<file path="src/rtl/mux_rr.sv">
// ---------------------------------------------------------------------------
// mux_rr
//
// Purpose:
//   N-to-1 channel multiplexer with a single registered output stage.
//   It picks one input channel per cycle and moves that channel's data into
//   the output register. The channel can be chosen in one of two ways:
//     - fixed select: the channel named by 'sel' (mode = 0)
//     - round-robin: the next valid channel after the last one granted
//       (mode = 1)
//   The output register drains while it is filling, so the block moves one
//   beat per cycle when downstream is always ready.
//
// Parameters:
//   WIDTH   data width per channel (1..64)
//   NUM_IN  number of input channels (2..16)
//
// Ports:
//   clk        in   clock; all state changes on the rising edge
//   rst_n      in   asynchronous active-low reset
//   mode       in   0 = fixed select by sel, 1 = round-robin
//   sel        in   channel index used when mode = 0
//   in_data    in   flattened channel data, channel i at [i*WIDTH +: WIDTH]
//   in_valid   in   per-channel valid
//   in_ready   out  per-channel ready (combinational, at most one bit set)
//   out_data   out  registered output data
//   out_valid  out  registered output valid
//   out_ready  in   downstream ready
//   out_src    out  registered index of the channel held in out_data
// ---------------------------------------------------------------------------
module mux_rr #(
    parameter int WIDTH  = 32,
    parameter int NUM_IN = 4,
    localparam int SEL_W = (NUM_IN > 1) ? $clog2(NUM_IN) : 1
) (
    input  logic                    clk,
    input  logic                    rst_n,
    input  logic                    mode,
    input  logic [SEL_W-1:0]        sel,
    input  logic [NUM_IN*WIDTH-1:0] in_data,
    input  logic [NUM_IN-1:0]       in_valid,
    output logic [NUM_IN-1:0]       in_ready,
    output logic [WIDTH-1:0]        out_data,
    output logic                    out_valid,
    input  logic                    out_ready,
    output logic [SEL_W-1:0]        out_src
);

    // Output stage and round-robin state
    logic [WIDTH-1:0] r_outData;
    logic             r_outValid;
    logic [SEL_W-1:0] r_outSrc;
    logic [SEL_W-1:0] r_ptr;

    // Candidate selection
    logic             w_loadEn;
    logic             w_found;
    logic [SEL_W-1:0] w_cand;
    logic [WIDTH-1:0] w_candData;
    logic             w_xfer;
    int               w_scanIdx;

    // The output register may take a new beat whenever it is empty or its
    // current beat is being consumed on this same edge.
    assign w_loadEn = !r_outValid || out_ready;

    // Candidate search. In fixed mode the comparison against each in-range
    // index keeps an out-of-range sel from ever matching. In round-robin mode
    // the scan starts one past the pointer and wraps with a subtraction rather
    // than a bit-mask, so non-power-of-two channel counts never step past
    // NUM_IN-1.
    always_comb begin
        w_found   = 1'b0;
        w_cand    = '0;
        w_scanIdx = 0;
        if (mode) begin
            for (int k = 1; k <= NUM_IN; k++) begin
                w_scanIdx = int'(r_ptr) + k;
                if (w_scanIdx >= NUM_IN) begin
                    w_scanIdx = w_scanIdx - NUM_IN;
                end
                if (w_scanIdx >= NUM_IN) begin
                    w_scanIdx = w_scanIdx - NUM_IN;
                end
                if (!w_found && in_valid[w_scanIdx]) begin
                    w_found = 1'b1;
                    w_cand  = SEL_W'(w_scanIdx);
                end
            end
        end else begin
            for (int i = 0; i < NUM_IN; i++) begin
                if (sel == SEL_W'(i) && in_valid[i]) begin
                    w_found = 1'b1;
                    w_cand  = SEL_W'(i);
                end
            end
        end
    end

    // Data of the selected channel. w_cand is always a legal index because it
    // is only ever set from an in-range loop value, and it is zero otherwise.
    assign w_candData = in_data[int'(w_cand)*WIDTH +: WIDTH];

    // The candidate is valid by construction, so a transfer happens whenever
    // the output stage can load and a candidate exists.
    assign w_xfer = w_loadEn && w_found;

    // One-hot ready toward the selected channel. rst_n gates it so that no
    // upstream source believes a beat was taken while the block is in reset.
    always_comb begin
        in_ready = '0;
        for (int i = 0; i < NUM_IN; i++) begin
            if (rst_n && w_xfer && (w_cand == SEL_W'(i))) begin
                in_ready[i] = 1'b1;
            end
        end
    end

    // Output register. A transfer loads the new beat, even when the old beat
    // is leaving on the same edge, so there is no bubble. If the stage could
    // load but nothing was offered, only valid drops. Data and source stay as
    // they were, so the last value remains visible for debugging. While
    // stalled, everything holds.
    always_ff @(posedge clk or negedge rst_n) begin
        if (!rst_n) begin
            r_outData  <= '0;
            r_outValid <= 1'b0;
            r_outSrc   <= '0;
        end else if (w_xfer) begin
            r_outData  <= w_candData;
            r_outValid <= 1'b1;
            r_outSrc   <= w_cand;
        end else if (w_loadEn) begin
            r_outValid <= 1'b0;
        end
    end

    // Round-robin pointer. It remembers the last channel granted in
    // round-robin mode. Fixed-mode traffic leaves it alone, so switching back
    // to round-robin continues the rotation where it stopped. The reset value
    // is the highest index, which makes the first scan start at channel 0.
    always_ff @(posedge clk or negedge rst_n) begin
        if (!rst_n) begin
            r_ptr <= SEL_W'(NUM_IN - 1);
        end else if (w_xfer && mode) begin
            r_ptr <= w_cand;
        end
    end

    assign out_data  = r_outData;
    assign out_valid = r_outValid;
    assign out_src   = r_outSrc;

endmodule

</file>
<file path="config.mk">
export PLATFORM = sky130hd
export DESIGN_NAME = mux_rr
export DESIGN_NICKNAME = d
export VERILOG_FILES = /design/src/rtl/mux_rr.sv
export SDC_FILE = /design/constraint.sdc
export NUM_CORES = 1
export LEC_CHECK = 0
export ABC_AREA = 1
export BUFFER_PORTS_ARGS = -buffer_cell sky130_fd_sc_hd__clkbuf_2
export CORE_MARGIN = 2
export CORE_UTILIZATION = 38
export CTS_CLUSTER_DIAMETER = 120
export DETAILED_ROUTE_END_ITERATION = 8
export MAX_ROUTING_LAYER = met4
export PLACE_DENSITY = 0.75
export SETUP_SLACK_MARGIN = 0.4
export SLEW_MARGIN = 0
export SYNTH_ARGS = -nofsm -noshare
export SYNTH_HDL_FRONTEND = slang
export SYNTH_SLANG_ARGS = --single-unit
</file>
<file path="constraint.sdc">
create_clock -name clk -period 2.11 [get_ports clk]
set_clock_uncertainty 0.05 [all_clocks]
set_input_delay 0.3165 -clock clk [delete_from_list [all_inputs] [get_ports clk]]
set_output_delay 0.3165 -clock clk [all_outputs]
set_load 0.005 [all_outputs]
</file>
After elaboration in Yosys (flattened, before gate mapping)
Cells that the tools add are included.

cells by class
  equal/unequal tests = 6
  shifts and indexed selects = 1
  reductions and logical operators = 22
  $lt $le $gt $ge = 12
  add/sub/neg operators = 12
  mux-type cells = 54

operators by type and width
  cell                                                                           number
  32-bit two-way mux                                                             16
  32-bit by 4-bit >= comparator with 1-bit output, second input constant         4
  32-bit by 4-bit less-than comparator with 1-bit output, second input constant  4
  128-bit by 8-bit indexed part select with 32-bit output                        1
  32-bit by 4-bit subtractor with 32-bit output, second input constant           4
  1-bit two-way mux                                                              27
  1-bit logical AND                                                              14
  2-bit two-way mux                                                              7
  3-bit by 3-bit subtractor with 4-bit output, second input constant             3
  3-bit >= comparator, second input constant                                     3
  1-bit binary-select mux with 2-bit select                                      4
  2-bit equality test, second input constant                                     4
  2-bit by 2-bit adder with 3-bit output, second input constant                  2
  4-bit by 3-bit subtractor with 5-bit output, second input constant             1
  2-bit by 3-bit adder with 4-bit output, second input constant                  1
  2-bit by 1-bit equality test with 1-bit output, second input constant          2
  4-bit by 3-bit >= comparator with 1-bit output, second input constant          1
  1-bit logical NOT                                                              4
  2-bit logical NOT                                                              2
  2-bit by 1-bit adder with 3-bit output, second input constant                  1
  2-bit nonzero test                                                             1
  1-bit logical OR                                                               1

storage, ports and cells
  flip-flop bits (word level) = 37
  output and inout port bits = 39
  word-level logic and storage cells = 111
  bits of input ports = 138

Logic depth before layout (Yosys ltp)
  word-level depth = 28
  mapped depth = 19
  depth with buffers taken out = 17

Least setup slack after synthesis
OpenSTA, ideal clock, no wires.

  path kind = register -> output
  from = register r_ptr[0]
  to = output port in_ready[1]
  setup slack = -91 ps
  arrival = 1834 ps
  stages on the path, launching flop included = 14
  data required time = 1744 ps
  cells stage by stage = dfstp_2 buf_4 nand2_1 nand3_1 nand2_2 nor2_4 nand3_2 nand2_1 nand2_1 nand2_2 nand2_2 buf_6 buf_6 nor3_1

between the ends
  word-level cells in the longest chain between the ends = 28
  elaborated cells on any way between the ends = 72
  those cells by class = add/sub: 12; order compare: 8; eq/ne: 1; mux: 42; reduce/logical: 9

ends and longest elaborated chain
  element                                                                                                           RTL line  source
  start, declared                                                                                                   53        logic [SEL_W-1:0] r_ptr;
  start signal, assigned                                                                                            144       r_ptr <= SEL_W'(NUM_IN - 1);
  start signal, assigned                                                                                            146       r_ptr <= w_cand;
  2-bit by 1-bit adder with 3-bit output                                                                            78        w_scanIdx = int'(r_ptr) + k;
  3-bit by 3-bit subtractor with 4-bit output or 3-bit >= comparator (tied branches)                                80, 79
  32-bit two-way mux                                                                                                79        if (w_scanIdx >= NUM_IN) begin
  32-bit two-way mux                                                                                                76        if (mode) begin
  32-bit by 4-bit subtractor with 32-bit output or 32-bit by 4-bit >= comparator with 1-bit output (tied branches)  83, 82
  32-bit two-way mux                                                                                                82        if (w_scanIdx >= NUM_IN) begin
  32-bit two-way mux                                                                                                76
  1-bit binary-select mux with 2-bit select                                                                         85        if (!w_found && in_valid[w_scanIdx]) begin
  [... 12 more ...]                                                                                                 --
  1-bit logical NOT                                                                                                 85
  1-bit logical AND                                                                                                 85
  1-bit two-way mux                                                                                                 85
  1-bit two-way mux                                                                                                 76
  1-bit logical AND                                                                                                 106       assign w_xfer = w_loadEn && w_found;
  1-bit logical AND                                                                                                 113       if (rst_n && w_xfer && (w_cand == SEL_W'(i))) begin
  1-bit logical AND (*)                                                                                             113
  1-bit two-way mux (*)                                                                                             113
  end, declared                                                                                                     42        output logic [NUM_IN-1:0] in_ready,

Every way passes the cells marked *; elsewhere a longest branch is shown, timed or not. The select of a mux whose other input is x is not followed.

Final worst setup path
  from = register r_ptr[0]
  to = output port in_ready[3]

Same word-level chain as after synthesis.

==> flow_summary.ini <==
[pwr]
internal_power_mw = 3.57
p_seq_frac = 0.191
swShare = 0.459
vdd_drop_max_v = 0.000589
p_comb_frac = 0.732
leakage_nw = 3.10
p_switching_mw = 3.03
clkPwrFrac = 0.077
p_per_area_mw_per_mm2 = 1310

[sta]
layout_min_cycle_time_ns = 2.56
finalHoldViolCount = 0
fmax_mhz = 390
fin_crit_sh = 1.21
rsz0062_at_grt = yes
slew_headroom = 0.629
fin_ws_ns = -0.452
final-max-slew-violation-count = 0
worst_pin_slew_ns = 0.550
setup_viol = 39

[layout]
final_cell_mix = 295 x nand2_1, 172 x clkbuf_2, 70 x nand3_1, 53 x nand2_2, 35 x dfrtp_1
nNetsFinal = 887
stdcell_area_mm2 = 0.00504
stdcell_count = 851
final_common_cell = nand2_1
syn2layout_area_growth_pct = 63.8
n_antenna_cell = 0
drive_gt1_frac = 0.442
postLayoutCoreUtil = 0.646

[synth]
synth_fp_nets = 682
syn_inst = 544
yosysUniqueCellTypes = 24
synthAdderAreaFrac = 0
synth_top_family_by_area = simple AND/OR/NAND/NOR gates
synth_area_per_cell_um2 = 5.66
synth-simple-area-share = 0.590
ys_seq_area_frac = 0.302
synth-seq-cells = 37
synth_xor_area_frac = 0
synth_compound_area_frac = 0.0195
synth_warnings = 0
synth_area_mm2 = 0.00308
synth.area.mux_share = 0

[cts]
root_buffer = clkbuf_8
cts_tree = built
clk_latency_ns = 0.29
htreeDepth = 2
holdBufCountCts = 0
numCtsBuffers = 5
clk_path_buf_depth = 2
cts_sinks = 37
clkTransAtPathRegs_ns = 0.08

[die]
num_rows = 32
start_util = 0.394
dieArea_mm2 = 0.00884
die_w_um = 94.0
core_mm2 = 0.00781
die_y_um = 94.0
io_pins = 177

[placed_design]
place_ws_ns = -0.174
placedCellCount = 815
dpl_cell_area_mm2 = 0.00418
dp_hpwl_mm = 7.64
portBuffers = 176
gp_congestion = 0.959

[routing]
postRouteAntennaNets = 0
route.met3.wl_um = 834
drt_first_iter_violations = 131
m1WireLength_mm = 4.60
remaining_drc_errors = 0
highest_layer = met4
num_vias = 4132
wl_met2_mm = 5.77
viasPerCell = 4.86
wl_per_cell_um = 13.4
wl_mm = 11.4
first_pass_iters = 4

[hold_path]
hold_class = input port to asynchronous set/reset pin

[critical_path]
crit_required_ns = 1.74
worstSetupPathType = flop to primary output
crit_path_end_kind = primary output
critPathLaunchType = flop
rr_endpoint = out_data[15]
regToRegSetupSlack_ns = -0.35
arrival_ns = 2.20
crit_fanout = 4
rr_startpoint = r_ptr[0]
rr_worst_depth = 17

[global_route]
grt_pass1_vias = 3831
grt_use_total = 0.260
grt_pass1_wl_mm = 17.6
antenna_found_initial = 0
grt_max_degree = 42
overflow = 0

[run_status]
violations = setup timing
outcome = finished with violations

[run]
cap_violations = 0
==> worst max-delay path by stage <==
stage	from	end	slack, ns	cells past startpoint
finish	r_ptr[0]	in_ready[3]	-0.45	11
global route	r_ptr[0]	in_ready[3]	-0.57	11
CTS	r_ptr[0]	in_ready[3]	-0.39	13
detailed placement	r_ptr[0]	out_data[28]	-0.17	19
global placement	r_ptr[0]	out_data[28]	-0.13	19
floorplan	r_ptr[1]	in_ready[0]	-0.007	14
==> synth_stat cells <==
cell / count / area, um2
nor2_4: 2 / 22.5
buf_1: 1 / 3.75
clkbuf_1: 12 / 45.0
clkinv_1: 1 / 3.75
dfstp_2: 2 / 52.6
a21oi_1: 1 / 5.00
buf_2: 9 / 45.0
nand3_1: 74 / 370
o21ai_2: 1 / 8.76
nand2_1: 360 / 1350
nor2_1: 3 / 11.3
inv_2: 4 / 15.0
buf_6: 9 / 101
nand2_2: 4 / 25.0
inv_1: 8 / 30.0
nand3_2: 1 / 10.0
nand4_1: 1 / 6.26
o211ai_1: 1 / 7.51
nor3_1: 4 / 20.0
o21ai_1: 2 / 10.0
dfrtp_1: 35 / 876
buf_4: 4 / 30.0
o311ai_0: 1 / 8.76
o21ai_0: 4 / 20.0
==> per-stage QoR <==
| stage | total power [mW] | hold WS (ns) | TNS (ns) |
|---|---|---|---|
| 3_3_place_gp | 4.55 | 0.412 | -2.86 |
| 4_1_cts | 6.02 | 0.113 | -9.27 |
| 3_5_place_dp | 4.60 | 0.417 | -4.61 |
| 5_1_grt | 7.16 | 0.173 | -17.73 |
| 2_1_floorplan | 3.57 | -0.0291 | -0.0142 |
| 6_report | 6.61 | 0.128 | -12.56 |
==> cell type report <==
type | count | area, um2
Inverter | 13 | 53.8
Tap cell | 102 | 128
Clock buffer | 7 | 86.3
Timing Repair Buffer | 233 | 1650
Sequential cell | 37 | 928
Fill cell | 734 | 2760
Multi-Input combinational cell | 459 | 2200
==> power by group through the flow <==
stage	combinational, mW	sequential [mW]	clock [mW]
global placement	3.29	1.26	0
detailed placement	3.34	1.25	0
global route	5.30	1.30	0.556
floorplan	2.32	1.26	0
finish	4.83	1.26	0.510
CTS	4.24	1.26	0.522
==> state kept, by name, summed over array words and instances, names as in the netlist <==
| register | count |
|---|---|
| out_data | 32 |
| out_src | 2 |
| out_valid | 1 |
| r_ptr | 2 |
==> logic make-up after synthesis <==
family,Yosys count
AO/OA/AOI/OAI,10
buffers and inverters,48
flip-flops,37
AND/OR/NAND/NOR,449
==> critical path: stages, from the launching register on <==
cell	delay (ns)
dfstp_2	0.59
buf_6	0.15
nand2_4	0.06
nand3_4	0.09
nand2_4	0.07
nor2_4	0.13
nand3_2	0.10
o21ai_2	0.19
buf_4	0.15
o21ai_4	0.08
nor3_4	0.16
buf_2	0.13
==> what timing repair did <==
| action | in CTS | in global routing |
|---|---|---|
| endpoints found under the hold margin | 0 | 0 |
| setup buffers | 16 | 6 |
| gates resized for setup | 67 | 65 |
| pin swaps | 38 | 57 |
| endpoints found under the setup margin | 41 | 41 |
| cloned | 5 | 2 |
==> per-layer routing <==
layer  global-route usage  vias up
met5                    -        -
met4               0.0761        0
met3               0.0465       23
met2                0.436      148
met1                0.323     1861
li1                     -     2100
(Power assumes the default switching activity.)
